[src/rtl/alu_arbiter.sv]
// alu_arbiter
//   Round-robin arbiter that shares one combinational ALU between two requesters.
//   A request is accepted in IDLE with a valid/ready handshake. The operands are
//   driven to the ALU for one EXEC cycle, and a one-cycle response pulse is raised in DONE.
//
// Parameters
//   W    operand/result width
//   OPW  opcode width (0=NOP,1=ADD,2=SUB,3=AND,4=OR,5=XOR,6=NOR)
//
// Ports
//   clk, rst_n                   clock, asynchronous active-low reset
//   reqN_valid/op/a/b            requester N operation
//   reqN_ready                   requester N accepted this cycle (combinational)
//   alu_a, alu_b, alu_op         ALU drive, zero/NOP outside EXEC
//   alu_out                      ALU result (combinational)
//   rsp0_valid, rsp1_valid       one-cycle response pulse per requester
//   rsp_data                     registered result, held between responses
//   rsp_zero, rsp_ovf            result flags, present only with ALU_ARB_FLAGS_EN
//
// Optional feature macro: ALU_ARB_FLAGS_EN
//
// state | meaning
// IDLE  | arbitrate, accept one request
// EXEC  | drive ALU from latched operands, capture result
// DONE  | pulse response for the served requester, rotate priority
module alu_arbiter #(
  parameter int W   = 32,
  parameter int OPW = 5
) (
  input  logic           clk,
  input  logic           rst_n,
  input  logic           req0_valid,
  output logic           req0_ready,
  input  logic [OPW-1:0] req0_op,
  input  logic [W-1:0]   req0_a,
  input  logic [W-1:0]   req0_b,
  input  logic           req1_valid,
  output logic           req1_ready,
  input  logic [OPW-1:0] req1_op,
  input  logic [W-1:0]   req1_a,
  input  logic [W-1:0]   req1_b,
  output logic [W-1:0]   alu_a,
  output logic [W-1:0]   alu_b,
  output logic [OPW-1:0] alu_op,
  input  logic [W-1:0]   alu_out,
  output logic           rsp0_valid,
  output logic           rsp1_valid,
`ifdef ALU_ARB_FLAGS_EN
  output logic           rsp_zero,
  output logic           rsp_ovf,
`endif
  output logic [W-1:0]   rsp_data
);

  typedef enum logic [1:0] {IDLE, EXEC, DONE} state_t;

  state_t         state_q, state_d;
  logic           prio_q;     // 0: req0 wins a tie, 1: req1 wins a tie
  logic           id_q;
  logic [OPW-1:0] op_q;
  logic [W-1:0]   a_q, b_q, result_q;
  logic           grant_vld, grant_id, accept;

  // A tie goes to the priority pointer. Otherwise the single valid requester wins.
  always_comb begin
    grant_vld = req0_valid | req1_valid;
    grant_id  = (req0_valid && req1_valid) ? prio_q : req1_valid;
  end

  assign accept = (state_q == IDLE) && grant_vld;

  always_ff @(posedge clk or negedge rst_n) begin
    if (!rst_n) state_q <= IDLE;
    else        state_q <= state_d;
  end

  always_comb begin
    state_d = state_q;
    case (state_q)
      IDLE:    if (grant_vld) state_d = EXEC;
      EXEC:    state_d = DONE;
      DONE:    state_d = IDLE;
      default: state_d = IDLE;
    endcase
  end

  always_comb begin
    req0_ready = accept && !grant_id;
    req1_ready = accept &&  grant_id;
    alu_a      = '0;
    alu_b      = '0;
    alu_op     = '0;
    if (state_q == EXEC) begin
      alu_a  = a_q;
      alu_b  = b_q;
      alu_op = op_q;
    end
    rsp0_valid = (state_q == DONE) && !id_q;
    rsp1_valid = (state_q == DONE) &&  id_q;
  end

  always_ff @(posedge clk or negedge rst_n) begin
    if (!rst_n) begin
      prio_q   <= 1'b0;
      id_q     <= 1'b0;
      op_q     <= '0;
      a_q      <= '0;
      b_q      <= '0;
      result_q <= '0;
    end else begin
      if (accept) begin
        id_q <= grant_id;
        op_q <= grant_id ? req1_op : req0_op;
        a_q  <= grant_id ? req1_a  : req0_a;
        b_q  <= grant_id ? req1_b  : req0_b;
      end
      if (state_q == EXEC) result_q <= alu_out;
      if (state_q == DONE) prio_q   <= ~id_q;
    end
  end

  assign rsp_data = result_q;

`ifdef ALU_ARB_FLAGS_EN
  localparam logic [OPW-1:0] OP_ADD = OPW'(1);
  localparam logic [OPW-1:0] OP_SUB = OPW'(2);

  logic ovf_d;

  always_comb begin
    ovf_d = 1'b0;
    if (op_q == OP_ADD)
      ovf_d = (a_q[W-1] == b_q[W-1]) && (alu_out[W-1] != a_q[W-1]);
    else if (op_q == OP_SUB)
      ovf_d = (a_q[W-1] != b_q[W-1]) && (alu_out[W-1] != a_q[W-1]);
  end

  always_ff @(posedge clk or negedge rst_n) begin
    if (!rst_n) begin
      rsp_zero <= 1'b0;
      rsp_ovf  <= 1'b0;
    end else if (state_q == EXEC) begin
      rsp_zero <= (alu_out == '0);
      rsp_ovf  <= ovf_d;
    end
  end
`endif

endmodule

[config.mk]
export PLATFORM = sky130hd
export DESIGN_NAME = alu_arbiter
export DESIGN_NICKNAME = d
export VERILOG_FILES = /design/src/rtl/alu_arbiter.sv
export SDC_FILE = /design/constraint.sdc
export NUM_CORES = 1
export LEC_CHECK = 0
export ABC_CLOCK_PERIOD_IN_PS = 1800
export BUFFER_PORTS_ARGS = -buffer_cell sky130_fd_sc_hd__buf_4
export CAP_MARGIN = 20
export CELL_PAD_IN_SITES_DETAIL_PLACEMENT = 0
export CELL_PAD_IN_SITES_GLOBAL_PLACEMENT = 2
export CORE_MARGIN = 10
export CORE_UTILIZATION = 25
export CTS_CLUSTER_SIZE = 12
export DETAILED_ROUTE_END_ITERATION = 10
export PLACE_DENSITY_LB_ADDON = 0.1
export SLEW_MARGIN = 15
export SYNTH_ARGS = -nofsm -noshare
export SYNTH_HDL_FRONTEND = slang
export SYNTH_SLANG_ARGS = --single-unit
[constraint.sdc]
create_clock -name clk -period 1.8 [get_ports clk]
set_clock_uncertainty 0.1 [all_clocks]
set_input_delay 0.27 -clock clk [delete_from_list [all_inputs] [get_ports clk]]
set_output_delay 0.27 -clock clk [all_outputs]
set_load 0.02 [all_outputs]
==> results of run 1 <==
[state kept, by name, summed over array words and instances (netlist names)]
name and flops:
rsp_data 32, b_q 32, prio_q 1, op_q 5, state_q 2, id_q 1
a_q 32
[cell families after synthesis]
family                 after synthesis  synth area share (%)
AND/OR/NAND/NOR                    150                  15.9
AO/OA/AOI/OAI                      210                  21.9
multiplexers                        32                  6.70
flip-flops                         105                  48.9
buffers and inverters               66                  6.56
[cell usage after synthesis]
master and number:
a21oi_2 10, o21ai_1 1, inv_1 1, inv_2 2, clkbuf_1 40, nor2_1 2
nand2_1 1, nand3_1 69, o21ai_0 68, dfrtp_1 105, nor2_4 1, nor3b_1 1
and2_1 69, buf_4 3, nand2b_1 1, buf_2 7, or2_1 1, a31oi_1 69
buf_6 11, or2_2 1, and2b_1 1, o2bb2ai_1 1, mux2_2 32, a21oi_1 61
clkbuf_2 2, nor2_2 1, nand2_4 1, and3_1 1
[worst paths after layout]
check                                  start           end  slack, ns  cells after the start
worst min-delay path             alu_out[13]  rsp_data[13]       0.04                      2
max in group asynchronous              rst_n   rsp_data[6]       0.77                      3
worst max register to register    state_q[1]  rsp_data[21]       0.09                      6
worst max-delay path              state_q[1]      alu_a[9]      -0.14                      5
min in group asynchronous              rst_n  rsp_data[22]       0.26                      2
worst min register to register  rsp_data[29]  rsp_data[29]       0.41                      1
[metrics by stage]
| step | util [%] | power (mW) |
|---|---|---|
| 2_1_floorplan | - | 8.91 |
| 6_report | 42.1 | 16.4 |
| 3_5_place_dp | 36.8 | 12.3 |
| 5_1_grt | 42.1 | 17.5 |
| 4_1_cts | 40.7 | 15.8 |
| 3_3_place_gp | 36.8 | 12.2 |
[layer usage]
layer / share of wire, % / track usage, %
met3: 8.5 / 5.44
met5: 0 / 0
met1: 42 / 20.4
met2: 48 / 25.5
met4: 1.3 / 4.77
[area by class of cell]
| class | instances | area (um2) | area share (%) |
|---|---|---|---|
| sequential | 105 | 2630 | 29.6 |
| clock buffer | 9 | 225 | 2.54 |
| inverter | 3 | 11.3 | 0.127 |
| antenna | 1 | 2.50 | 0.0282 |
| timing repair buffer | 325 | 2980 | 33.6 |
| multi-input combinational | 392 | 2580 | 29.1 |
| tap | 275 | 344 | 3.88 |
| clock inverter | 7 | 100 | 1.13 |
[worst max-delay path, cell delays in order (launching register included)]
cell	delay (ns)
dfrtp_1	0.42
nor2_4	0.18
buf_12	0.18
buf_16	0.15
and2_1	0.16
buf_6	0.12
[repair_timing]
item,CTS,global route
setup endpoints to repair,71,72
hold buffers,1,0
setup buffers,7,7
hold endpoints to repair,19,0
pin swaps,12,34
resized for setup,98,48
cloned,3,4
[report_power, final]
group | total (mW) | switching (mW) | internal, mW
Clock | 2.15 | 1.02 | 1.13
Combinational | 9.94 | 4.88 | 5.07
Sequential | 4.29 | 0.705 | 3.58
Total | 16.4 | 6.60 | 9.77
==> impl_metrics.csv, run 1 <==
group,metric,value,unit
cells_and_area,drive_above_1_share,54.0,%
global_route,grt_max_degree,50,
global_route,grt_pass1_wl,35.7,mm
clocking,cts_tree,"done",
die,num_io_pins,279,
cells_and_area,areaGrowthSynthToFinish,65.0,%
job,maxCapViolCount,0,
routing,routed_wl,23.8,mm
timing,tns,-7.07,ns
routing,drt_pass1_iterations,5,
synth,yosysTopAreaCellShare,48.9,%
cells_and_area,fillers,2097,
die,start_util,25.5,%
timing,relSlewSlack,69.6,%
clocking,cts_sinks,105,
timing,fin_crit,1.94,ns
cells_and_area,finalNetCount,1010,
outcome,violations,"setup timing",
global_route,antenna_found_initial,1,
synth,syn_avg_cell_area,9.55,um2
placement,dp_slack,0.191,ns
worst_hold_path,hp-class,"in2reg",
synth,synth_fp_nets,737,
cells_and_area,design_area,8870,um2
power,power_density,1850,nW/um2
clocking,h-tree-depth,3,
synth,yosys_warnings,0,
die,die_area,27800,um2
routing,num_vias,5485,
placement,place_area,7760,um2
timing,setup_viol,71,
clocking,clkLatencyLatePin,0.35,ns
synth,synth_top_area_cell,"dfrtp_1",
global_route,grt_overflow,0,
timing,layout_setup_ws,-0.136,ns
power,p_leak,3.98,nW
routing,drtIter0Drc,253,
placement,io_buffers,278,
timing,tightest_slew,0.456,ns
power,peakVddDrop,0.000765,V
cells_and_area,layout_common_cells,"234 x buf_4, 105 x dfrtp_1, 74 x buf_6",
clocking,cts_buffers,9,
timing,drv_slew,0,
clocking,cts_root_buf,"clkbuf_16",
cells_and_area,final_common_cell,"buf_4",
routing,viasPerCell,4.91,
synth,syn-instance-count,563,
timing,fmax,517,MHz
critical_path,worstPathMaxFanout,16,
clocking,clk_pin_slew_worst_paths,0.08,ns
global_route,grt_usage,16.1,%
critical_path,worstPathArrival,1.57,ns
die,die_h,167,um
routing,drc_errors,0,
routing,route.detailed.wl_per_inst,21.3,um
synth,ys_seq_area_share,48.9,%
die,die_w,167,um
timing,layout_worst_path_cycle_share,108,%
timing,hold_violations,0,
synth,synth.distinct_cells,28,
placement,gp_congestion,0.750,
timing,timing.hold.ws,0.0421,ns
outcome,outcome,"finished, violations left",
synth,synth_area,5380,um2
timing,grt_setup_unrepaired,"yes",
critical_path,worstSetupEndpointType,"output port",
synth,synth.area.top_cells,"dfrtp_1 49%, a31oi_1 8.0%, and2_1 8.0%",
global_route,grt_pass1_vias,5972,
critical_path,critPathRequiredTime,1.43,ns
placement,place_inst,1078,
die,core,21100,um2
routing,ant_nets,0,
synth,postSynthRegisterBits,105,
die,rows,53,
placement,place_hpwl,16.4,mm
critical_path,cp-start-kind,"flop",
critical_path,worstSetupPathType,"reg2out",
clocking,clockBufferDepth,2,
cells_and_area,fin_cells,1117,
Note: power is estimated with default switching activity, not from simulation.
==> run 2: changes to the inputs <==
--- a/config.mk
+++ b/config.mk
@@ -10,7 +10,6 @@
 export CAP_MARGIN = 20
 export CELL_PAD_IN_SITES_DETAIL_PLACEMENT = 0
 export CELL_PAD_IN_SITES_GLOBAL_PLACEMENT = 2
-export CORE_MARGIN = 10
 export CORE_UTILIZATION = 25
 export CTS_CLUSTER_SIZE = 12
 export DETAILED_ROUTE_END_ITERATION = 10
==> run 2 against run 1 <==
Flip-flop and latch count unchanged. Hold slack improved by 0.0017 ns. Sequential power is essentially flat. Final cell count fell by 1.3%. Total power fell by 6.5%. The flow still finishes with violations (setup timing). Cell area decreased by 3.7%. Critical path depth unchanged.
==> impl_metrics.csv, run 2 (synthesized netlist as in run 1, its figures left out) <==
group,metric,value,unit
power,p_comb_share,59.2,%
cells_and_area,diodes,0,
cells_and_area,finalNetCount,997,
job,maxCapViolCount,0,
die,die_area,22100,um2
critical_path,max_stage_delay,0.43,ns
clocking,cts_tree,"done",
power,peakVddDrop,0.000641,V
power,switchingPower,6.32,mW
die,rows,53,
cells_and_area,fin_cells,1103,
critical_path,critPathTopFamily,"buffers and inverters",
die,die_h,149,um
power,power_density,1790,nW/um2
global_route,grt_overflow,0,
routing,route.detailed.wl_per_inst,19.2,um
outcome,violations,"setup timing",
cells_and_area,layout.area.seq,2630,um2
global_route,grt_pass1_vias,5511,
placement,io_buffers,278,
clocking,clkLatencyLatePin,0.35,ns
critical_path,critPathRequiredTime,1.43,ns
die,die_w,149,um
placement,place_inst,1071,
die,num_io_pins,279,
timing,timing.hold.ws,0.0438,ns
critical_path,worstPathMaxFanout,8,
power,clkPwrFrac,12.9,%
cells_and_area,areaGrowthSynthToFinish,58.9,%
worst_hold_path,hp-class,"in2reg",
power,seq_power_share,27.9,%
placement,dp_slack,0.131,ns
timing,tns,-5.74,ns
die,core,21000,um2
clocking,clk_pin_slew_worst_paths,0.08,ns
timing,relSlewSlack,65.6,%
clocking,cts_buffers,9,
timing,setup_viol,73,
timing,hold_violations,0,
clocking,clockBufferDepth,2,
global_route,antenna_found_initial,0,
timing,layout_setup_ws,-0.123,ns
placement,gp_congestion,0.753,
routing,viasPerCell,4.96,
critical_path,worstSetupPathType,"reg2out",
routing,drt_pass1_iterations,5,
cells_and_area,drive_above_1_share,50.4,%
global_route,grt_max_degree,72,
routing,drc_errors,0,
clocking,cts_root_buf,"clkbuf_16",
power,swShare,41.3,%
placement,place_hpwl,13.5,mm
critical_path,critPathBufInv,3,
outcome,outcome,"finished, violations left",
power,internal-power,8.99,mW
timing,fmax,520,MHz
critical_path,worstSetupEndpointType,"output port",
clocking,cts_sinks,105,
critical_path,crit_slowest_cell,"dfrtp_2",
timing,layout_worst_path_cycle_share,107,%
power,p_leak,3.81,nW
timing,drv_slew,0,
global_route,grt_usage,18.3,%
critical_path,crit_chain,"nor2_4 > buf_12 > clkbuf_16 > and2_4 > buf_6",
die,start_util,25.6,%
timing,fin_crit,1.92,ns
clocking,h-tree-depth,3,
routing,ant_nets,0,
routing,drtIter0Drc,230,
routing,routed_wl,21.1,mm
timing,grt_setup_unrepaired,"yes",
cells_and_area,layout_common_cells,"252 x buf_4, 104 x dfrtp_1, 69 x nand3_1, 69 x a31oi_1, 68 x o21ai_0",
critical_path,worstPathArrival,1.55,ns
cells_and_area,multi_input_area,2520,um2
timing,tightest_slew,0.516,ns
cells_and_area,final_common_cell,"buf_4",
critical_path,cp-start-kind,"flop",
cells_and_area,fillers,2111,
routing,num_vias,5473,
global_route,grt_pass1_wl,31.1,mm
[run 2: power groups by stage]
stage | combinational [mW] | sequential, mW | clock [mW]
2_1_floorplan | 4.35 | 4.56 | 0
5_1_grt | 9.72 | 4.43 | 2.14
4_1_cts | 8.51 | 4.26 | 2.07
3_3_place_gp | 7.74 | 4.29 | 0
6_report | 9.06 | 4.27 | 1.98
3_5_place_dp | 7.80 | 4.32 | 0
[run 2: layer usage]
layer  GRT usage (%)  up-vias  routed length (um)
li1                -     2555                   -
met4            6.91        0                 389
met1            24.2     2680                9090
met5               0        -                   0
met2            29.5      216               10100
met3            3.65       22                1620
[run 2: timing repair]
| action | 4_1_cts | 5_1_grt |
|---|---|---|
| endpoints found under the setup margin | 71 | 72 |
| hold buffers | 1 | 0 |
| cloned | 2 | 3 |
| gates resized for setup | 33 | 53 |
| pin swaps | 3 | 21 |
| setup buffers | 9 | 2 |
| endpoints found under the hold margin | 31 | 0 |
[run 2: path summary, 6_finish.rpt]
check	from	to	slack [ns]	cells after the start
max	state_q[1]	alu_b[16]	-0.12	5
min	alu_out[25]	rsp_data[25]	0.04	2
max reg2reg	state_q[1]	rsp_data[7]	0.09	6
min reg2reg	rsp_data[26]	rsp_data[26]	0.41	1
max in group asynchronous	rst_n	b_q[30]	0.66	3
min in group asynchronous	rst_n	rsp_data[23]	0.32	2
[run 2: layout make-up]
class | instances | area share, %
clock buffers | 9 | 2.64
clock inverters | 7 | 0.747
inverters | 3 | 0.132
multi-input cells | 392 | 29.5
flip-flops and latches | 105 | 30.8
well taps | 275 | 4.03
repair buffers | 312 | 32.2
[run 2: through the flow]
step                power (mW)  util (%)  area, um2
floorplan                 8.91         -       5380
global placement          12.0      36.9       7760
detailed placement        12.1      36.9       7760
CTS                       14.8      39.6       8320
global route              16.3      40.6       8540
finish                    15.3      40.6       8540
[run 2: worst register-to-register path: cells and delay by family, from the launching register on]
kind	cells	cell delay, ns
buf+inv	4	0.53
mux	1	0.35
simple gates	1	0.18
flops	1	0.43
